===== config.mk =====
export PLATFORM = sky130hd
export DESIGN_NAME = fetch_sequencer_flat
export DESIGN_NICKNAME = d
export VERILOG_FILES = /design/src/rtl/fetch_sequencer_pkg.sv /design/src/rtl/fetch_sequencer_if.sv /design/src/rtl/fetch_sequencer_branch_cond.sv /design/src/rtl/fetch_sequencer.sv /design/src/flat_wrapper.sv
export SDC_FILE = /design/constraint.sdc
export NUM_CORES = 1
export LEC_CHECK = 0
export CAP_MARGIN = 20
export CELL_PAD_IN_SITES_DETAIL_PLACEMENT = 0
export CELL_PAD_IN_SITES_GLOBAL_PLACEMENT = 1
export CORE_ASPECT_RATIO = 0.5
export CORE_MARGIN = 1.5
export CORE_UTILIZATION = 30
export CTS_BUF_LIST = sky130_fd_sc_hd__clkbuf_4 sky130_fd_sc_hd__clkbuf_8
export DETAILED_ROUTE_END_ITERATION = 8
export PLACE_DENSITY_LB_ADDON = 0.1
export SLEW_MARGIN = 20
export SYNTH_ARGS = -nofsm -noshare
export SYNTH_HDL_FRONTEND = slang
export SYNTH_SLANG_ARGS = --single-unit

===== constraint.sdc =====
create_clock -name ck -period 2.4 [get_ports ck]
set_clock_uncertainty 0.2 [all_clocks]
set_input_delay 0.48 -clock ck [delete_from_list [all_inputs] [get_ports ck]]
set_output_delay 0.48 -clock ck [all_outputs]
set_load 0.03 [all_outputs]

===== src/rtl/fetch_sequencer_pkg.sv =====
// Shared types and constants for the fetch sequencer and its branch-condition helper.
// Latency: n/a (declarations only).
// Backpressure: n/a.
package simp_seq_pkg;

  typedef enum logic [1:0] {
    HALT   = 2'd0,
    FETCH  = 2'd1,
    EXEC   = 2'd2,
    TARGET = 2'd3
  } state_t;

  // Bit positions inside the {C,O,P,N,Z} flag vector returned by the ALU
  localparam int FLAG_C = 4;
  localparam int FLAG_O = 3;
  localparam int FLAG_P = 2;
  localparam int FLAG_N = 1;
  localparam int FLAG_Z = 0;

  localparam logic [7:0] HALT_OP   = 8'hFF;
  localparam logic [2:0] JMP_CLASS = 3'b111;

  // Condition selector carried in opcode bits [4:2]; 6 and 7 mean "never"
  localparam logic [2:0] CC_ALWAYS = 3'd0;
  localparam logic [2:0] CC_Z      = 3'd1;
  localparam logic [2:0] CC_N      = 3'd2;
  localparam logic [2:0] CC_P      = 3'd3;
  localparam logic [2:0] CC_O      = 3'd4;
  localparam logic [2:0] CC_C      = 3'd5;

  // HALT shares the jump class prefix, so it has to be excluded explicitly
  function automatic logic is_jmp(input logic [7:0] op);
    return (op[7:5] == JMP_CLASS) && (op != HALT_OP);
  endfunction

endpackage


===== src/rtl/fetch_sequencer_if.sv =====
// Program-memory read port: registered req/addr out, data/ack back.
// Latency: ack may come in the first req cycle (zero wait) or any number of cycles later.
// Backpressure: memory stalls by withholding ack; req/addr hold until the ack cycle.
// Ports: pmem_req, pmem_addr (sequencer -> memory); pmem_data, pmem_ack (memory -> sequencer).
interface fetch_sequencer_if;
  logic       pmem_req;
  logic [7:0] pmem_addr;
  logic [7:0] pmem_data;
  logic       pmem_ack;

  modport master (output pmem_req, output pmem_addr, input pmem_data, input pmem_ack);
  modport slave  (input pmem_req, input pmem_addr, output pmem_data, output pmem_ack);
endinterface


===== src/rtl/fetch_sequencer_branch_cond.sv =====
// Decides whether a conditional jump is taken from opcode bits [4:1] and the ALU flags.
// Latency: combinational.
// Backpressure: none.
// Ports: i_cc = IR[4:1] (selector in [3:1], invert in [0]); i_flags = {C,O,P,N,Z}; o_take.
module branch_cond
  import simp_seq_pkg::*;
(
  input  logic [3:0] i_cc,
  input  logic [4:0] i_flags,
  output logic       o_take
);

  logic w_raw;

  always_comb begin
    w_raw = 1'b0;
    case (i_cc[3:1])
      CC_ALWAYS: w_raw = 1'b1;
      CC_Z:      w_raw = i_flags[FLAG_Z];
      CC_N:      w_raw = i_flags[FLAG_N];
      CC_P:      w_raw = i_flags[FLAG_P];
      CC_O:      w_raw = i_flags[FLAG_O];
      CC_C:      w_raw = i_flags[FLAG_C];
      default:   w_raw = 1'b0;
    endcase
  end

  // Inverting "never" yields an unconditional jump as well
  assign o_take = w_raw ^ i_cc[0];

endmodule


===== src/rtl/fetch_sequencer.sv =====
// Instruction fetch/sequencing stage: owns the PC, fetches bytes, issues ALU ops, runs jumps/HALT.
// Latency: ALU op = FETCH+EXEC (2 cycles at zero wait), jump = FETCH+TARGET, each wait adds one.
// Backpressure: stalls in FETCH/TARGET with req/addr held until pmem_ack; ack without req is ignored.
// Ports: ck, rst_n (async low), run, flags {C,O,P,N,Z}; pmem (master modport);
//        instr (one-cycle ALU op, NOP otherwise), pc, halted.
module fetch_sequencer
  import simp_seq_pkg::*;
#(
  parameter logic [7:0] RESET_PC  = 8'h00,
  parameter logic [7:0] NOP_INSTR = 8'h00
) (
  input  logic                     ck,
  input  logic                     rst_n,
  input  logic                     run,
  input  logic [4:0]               flags,
  fetch_sequencer_if.master        pmem,
  output logic [7:0]               instr,
  output logic [7:0]               pc,
  output logic                     halted
);

  state_t     r_state, w_state_nxt;
  logic [7:0] r_pc, w_pc_nxt;
  logic [7:0] r_ir, w_ir_nxt;
  logic [7:0] r_addr;
  logic [7:0] r_instr, w_instr_nxt;
  logic       r_req, w_req_nxt;
  logic       r_halted;
  logic       w_ack;
  logic       w_take;

  // Only an ack that lands on our own outstanding request is consumed
  assign w_ack = pmem.pmem_ack & r_req;

  branch_cond u_branch_cond (
    .i_cc    (r_ir[4:1]),
    .i_flags (flags),
    .o_take  (w_take)
  );

  always_comb begin
    w_state_nxt = r_state;
    w_pc_nxt    = r_pc;
    w_ir_nxt    = r_ir;
    case (r_state)
      HALT: begin
        if (run) w_state_nxt = FETCH;
      end
      FETCH: begin
        if (w_ack) begin
          w_ir_nxt = pmem.pmem_data;
          w_pc_nxt = r_pc + 8'd1;
          if (pmem.pmem_data == HALT_OP)   w_state_nxt = HALT;
          else if (is_jmp(pmem.pmem_data)) w_state_nxt = TARGET;
          else                             w_state_nxt = EXEC;
        end
      end
      EXEC: begin
        w_state_nxt = FETCH;
      end
      TARGET: begin
        if (w_ack) begin
          w_pc_nxt    = w_take ? pmem.pmem_data : r_pc + 8'd1;
          w_state_nxt = FETCH;
        end
      end
      default: begin
        w_state_nxt = HALT;
      end
    endcase
  end

  // Outputs are registered from next-state values so they line up with the state they describe
  assign w_req_nxt   = (w_state_nxt == FETCH) || (w_state_nxt == TARGET);
  assign w_instr_nxt = (w_state_nxt == EXEC) ? w_ir_nxt : NOP_INSTR;

  always_ff @(posedge ck or negedge rst_n) begin
    if (!rst_n) begin
      r_state  <= HALT;
      r_pc     <= RESET_PC;
      r_ir     <= 8'h00;
      r_addr   <= RESET_PC;
      r_req    <= 1'b0;
      r_instr  <= NOP_INSTR;
      r_halted <= 1'b1;
    end else begin
      r_state  <= w_state_nxt;
      r_pc     <= w_pc_nxt;
      r_ir     <= w_ir_nxt;
      // Read address always tracks the PC; it only matters while req is high
      r_addr   <= w_pc_nxt;
      r_req    <= w_req_nxt;
      r_instr  <= w_instr_nxt;
      r_halted <= (w_state_nxt == HALT);
    end
  end

  assign pmem.pmem_req  = r_req;
  assign pmem.pmem_addr = r_addr;
  assign instr          = r_instr;
  assign pc             = r_pc;
  assign halted         = r_halted;

endmodule


===== src/flat_wrapper.sv =====
// flat-port wrapper written by rule: the top's interface ports become plain ports
module fetch_sequencer_flat import simp_seq_pkg::*;
#(
  parameter logic [7:0] RESET_PC  = 8'h00,
  parameter logic [7:0] NOP_INSTR = 8'h00
)
  (ck, rst_n, run, flags, instr, pc, halted, pmem_pmem_req, pmem_pmem_addr, pmem_pmem_data, pmem_pmem_ack);
  fetch_sequencer_if pmem_i ();
  input  logic ck;
  input  logic rst_n;
  input  logic run;
  input  logic [4:0] flags;
  output logic [7:0] instr;
  output logic [7:0] pc;
  output logic halted;
  output wire logic [$bits(pmem_i.pmem_req)-1:0] pmem_pmem_req;
  output wire logic [$bits(pmem_i.pmem_addr)-1:0] pmem_pmem_addr;
  input wire logic [$bits(pmem_i.pmem_data)-1:0] pmem_pmem_data;
  input wire logic [$bits(pmem_i.pmem_ack)-1:0] pmem_pmem_ack;
  assign pmem_pmem_req = pmem_i.pmem_req;
  assign pmem_pmem_addr = pmem_i.pmem_addr;
  assign pmem_i.pmem_data = pmem_pmem_data;
  assign pmem_i.pmem_ack = pmem_pmem_ack;
  fetch_sequencer #(.RESET_PC(RESET_PC), .NOP_INSTR(NOP_INSTR)) u_core (.ck(ck), .rst_n(rst_n), .run(run), .flags(flags), .pmem(pmem_i), .instr(instr), .pc(pc), .halted(halted));
endmodule

==> metrics.md <==
| Metric | Value |
|---|---|
| P&R area growth vs syn | `42.9%` |
| Post-synth EDFFs | `0` |
| Drt total wl | `2.94 mm` |
| WHS Endpoint | `u_core.r_ir[1]$_DFF_PN0_` |
| Reg2reg start | `u_core.r_ir[2]$_DFF_PN0_` |
| Most frequent cells in the layout | `clkdlybuf4s50_1, dfrtp_1, nand2_1, and2_1` |
| # DRC | `0` |
| WP data required | `2360 ps` |
| # resized after CTS | `0` |
| Total number of vias | `960` |
| TritonCTS Buffers | `3` |
| Clock sink count | `24` |
| Critical path class | `in2reg` |
| Hold depth | `1` |
| Setup Buffers After CTS | `0` |
| Crit path max-delay cell type | `clkdlybuf4s50_1` |
| Die ar. | `0.00441 mm²` |
| Largest net degree at the start of global routing | `25` |
| Uppermost routed layer | `met4` |
| Post-Syn Instances | `116` |
| Post-synth ARST share | `1.00` |
| Netlist cell types | `30` |
| P_sw | `a little over 900 µW` |
| Final min period | `between 2000 and 2500 ps` |
| Worst Setup Start Kind | `primary input` |
| WL met1 | `about 1.6 mm` |
| Max rail drop VDD | `~0.00047 V` |
| FF+latch count, synth | `24` |
| Initial core utilization | `0.331` |
| Min-delay src | `u_core.r_ir[1]$_DFF_PN0_` |
| Gr ovfl total | `0` |
| CTS H-tree depth | `1` |
| Critical Path AT | `roughly 2200 ps` |
| # port buffers | `42` |
| Leading cell type in the layout, fill and taps excluded | `clkdlybuf4s50_1` |
| GRT Util Overall | `0.142` |
| Power per cell area | `1310 mW/mm²` |
| Final GP Congestion | `0.771` |
| HPWL after detailed placement | `2.06 mm` |
| Combinational Power Share | `0.522` |
| Num rows | `15` |
| RR Endpoint | `u_core.pc[4]$_DFFE_PN0P_` |
| Simple-Gate Fraction of Synth Area | `0.200` |
| F_max | `445 MHz` |
| Die Ht | `47.7 µm` |
| XOR/XNOR share of the synthesized area | `0` |
| Commonest register cell after synthesis | `dfrtp_1` |
| # IOs | `43` |
| Sequential Power Share | `0.319` |
| Core area | `between 0.003 and 0.004 mm²` |
| Post-Syn Area per Cell | `10.3 µm²` |
| Post-DRT Antenna Nets | `0` |
| Nets | `175` |
| Critical path, cell by cell | `clkdlybuf4s50_1, mux2i_1, a222oi_1, mux2i_1, buf_4, a21oi_1, a221o_1` |
| Hold Violations, Final | `0` |
| Worst-path clk slew | `90 ps` |
| CTS tree | `yes` |
| Ant diodes | `0` |
| Global-route wire length before repair | `4.50 mm` |
| Largest family of logic cells by synthesized area | `simple AND/OR/NAND/NOR gates` |
| Leak | `0.000732 µW` |
| DR pass1 iterations | `4` |
| Met3 WL | `148 µm` |
| Hold WS | `349 ps` |
| Cell family with most CP delay | `compound AO/OA/AOI/OAI gates` |
| CP Capture Type | `flip-flop` |
| Unrepaired setup endpoints after global routing | `false` |
| Mux share of post-synthesis cell area | `0.0959` |
| Sw frac | `0.415` |
| Sequential-to-total area share from yosys stat | `0.502` |
| Final setup fails | `0` |
| Internal | `about 1300 µW` |
| Synthesized area | `0.00120 mm²` |
| Initial antenna violation count | `0` |
| Crit path buf inv count | `2` |
| Status | `complete, no violations` |
| Synth Area in Compound Gates | `0.120` |
| Max-Cap Viols | `0` |
| # hold bufs at CTS | `0` |
| Worst-Margin Slew | `471 ps` |
| CTS Buffer Depth | `2` |
| CP Max Fanout | `14` |
| Vias in the first global route | `841` |
| Synth Area in Adders | `0.0104` |
| Core Util, Final | `0.473` |
| Final Cycle Share | `0.936` |
| Worst path max stage delay | `450 ps` |
| Share of power burned in the clock network | `0.159` |
| Setup slack, reg-to-reg | `around 330 ps` |
| Die X | `92.4 µm` |
| WP depth | `7` |
| Avg WL per Cell | `14.2 µm` |
| Clk Latency, worst-skew pair | `270 ps` |
| Relative slew slack | `0.686` |
| Final slew viol count | `0` |
| Yosys Warn Count | `0` |
| Synth Net Count | `134` |
| Via/cell ratio | `4.64` |
| Routed wl met2 | `1.19 mm` |
| Layout cell share with drive strength beyond 1 | `0.0962` |
| Crit path top cell by count | `mux2i_1` |
| Worst R2R Path Depth | `6` |
| Iteration-0 DRC Markers | `38` |
| Hold Path Class | `reg2reg` |
| Root Driver | `clkbuf_8` |
## how the worst max path moves through the flow
stage,startpoint,endpoint,slack [ps]
2_1_floorplan,flags[4],u_core.pc[2]$_DFFE_PN0P_,370
4_1_cts,flags[4],u_core.pc[4]$_DFFE_PN0P_,150
6_report,flags[4],u_core.pc[4]$_DFFE_PN0P_,150
3_3_place_gp,flags[4],u_core.pc[4]$_DFFE_PN0P_,-130
3_5_place_dp,flags[4],u_core.pc[6]$_DFFE_PN0P_,-130
5_1_grt,flags[4],u_core.pc[2]$_DFFE_PN0P_,20
## state kept, by name, summed over array words and instances, names as in the netlist
signal,count
u_core.pc,8
u_core.halted,1
u_core.instr,8
u_core.r_state,2
u_core.r_ir,4
u_core.pmem.pmem_req,1
## cell usage after synthesis (2+ instances only)
cell type | number | area (µm²)
o21ai_0 | 3 | 15.0
clkbuf_1 | 2 | 7.51
dfrtp_1 | 23 | 576
or3_1 | 2 | 12.5
and3_1 | 7 | 43.8
inv_1 | 2 | 7.51
nand3_1 | 6 | 30.0
mux2_2 | 4 | 45.0
a22oi_1 | 4 | 30.0
and2_1 | 8 | 50.1
nand2b_1 | 3 | 18.8
nor2_1 | 5 | 18.8
mux2i_1 | 7 | 70.1
buf_4 | 8 | 60.1
a21oi_1 | 6 | 30.0
nand2_1 | 12 | 45.0
## power by group through the flow
stage                     Combinational, µW  Clock (µW)  Sequential, µW
final                                  1170         359             717
after global routing                   1260         387             744
after CTS                              1180         371             717
after detailed placement               1180           0             722
after global placement                 1170           0             724
after floorplan                         658           0             868
## area by class of cell
class / count / area, µm²
Inverter: 2 / 7.51
Sequential cell: 24 / 602
Clock inverter: 1 / 30.0
Multi-Input combinational cell: 79 / 512
Fill cell: 360 / 1910
Tap cell: 51 / 63.8
Clock buffer: 3 / 41.3
Timing Repair Buffer: 47 / 458
## per-layer routing
layer | global-route usage | up-vias
met5 | 0 | -
met4 | 0.0277 | 0
met3 | 0.0492 | 2
met2 | 0.200 | 22
met1 | 0.210 | 449
li1 | - | 487
## per-stage QoR
| stage | setup TNS [ps] | power (µW) | std cells | setup slack [ps] | area (µm²) |
|---|---|---|---|---|---|
| 2_1_floorplan | 0 | 1530 | 116 | 365 | 1200 |
| 3_3_place_gp | -802 | 1890 | 203 | -135 | 1640 |
| 3_5_place_dp | -888 | 1900 | 203 | -132 | 1640 |
| 4_1_cts | 0 | 2270 | 207 | 147 | 1710 |
| 5_1_grt | 0 | 2390 | 207 | 20.2 | 1710 |
| 6_report | 0 | 2250 | 207 | 154 | 1710 |
## logic make-up (layout without fill, tap and decap cells)
family	Yosys count	after routing
muxes	11	11
AOI/OAI and AO/OA	21	21
buffers and inverters	13	53
and+or+nand+nor	46	46
adders and majority gates	1	1
DFF	24	24
No activity file was read; power rests on OpenSTA's default activity.
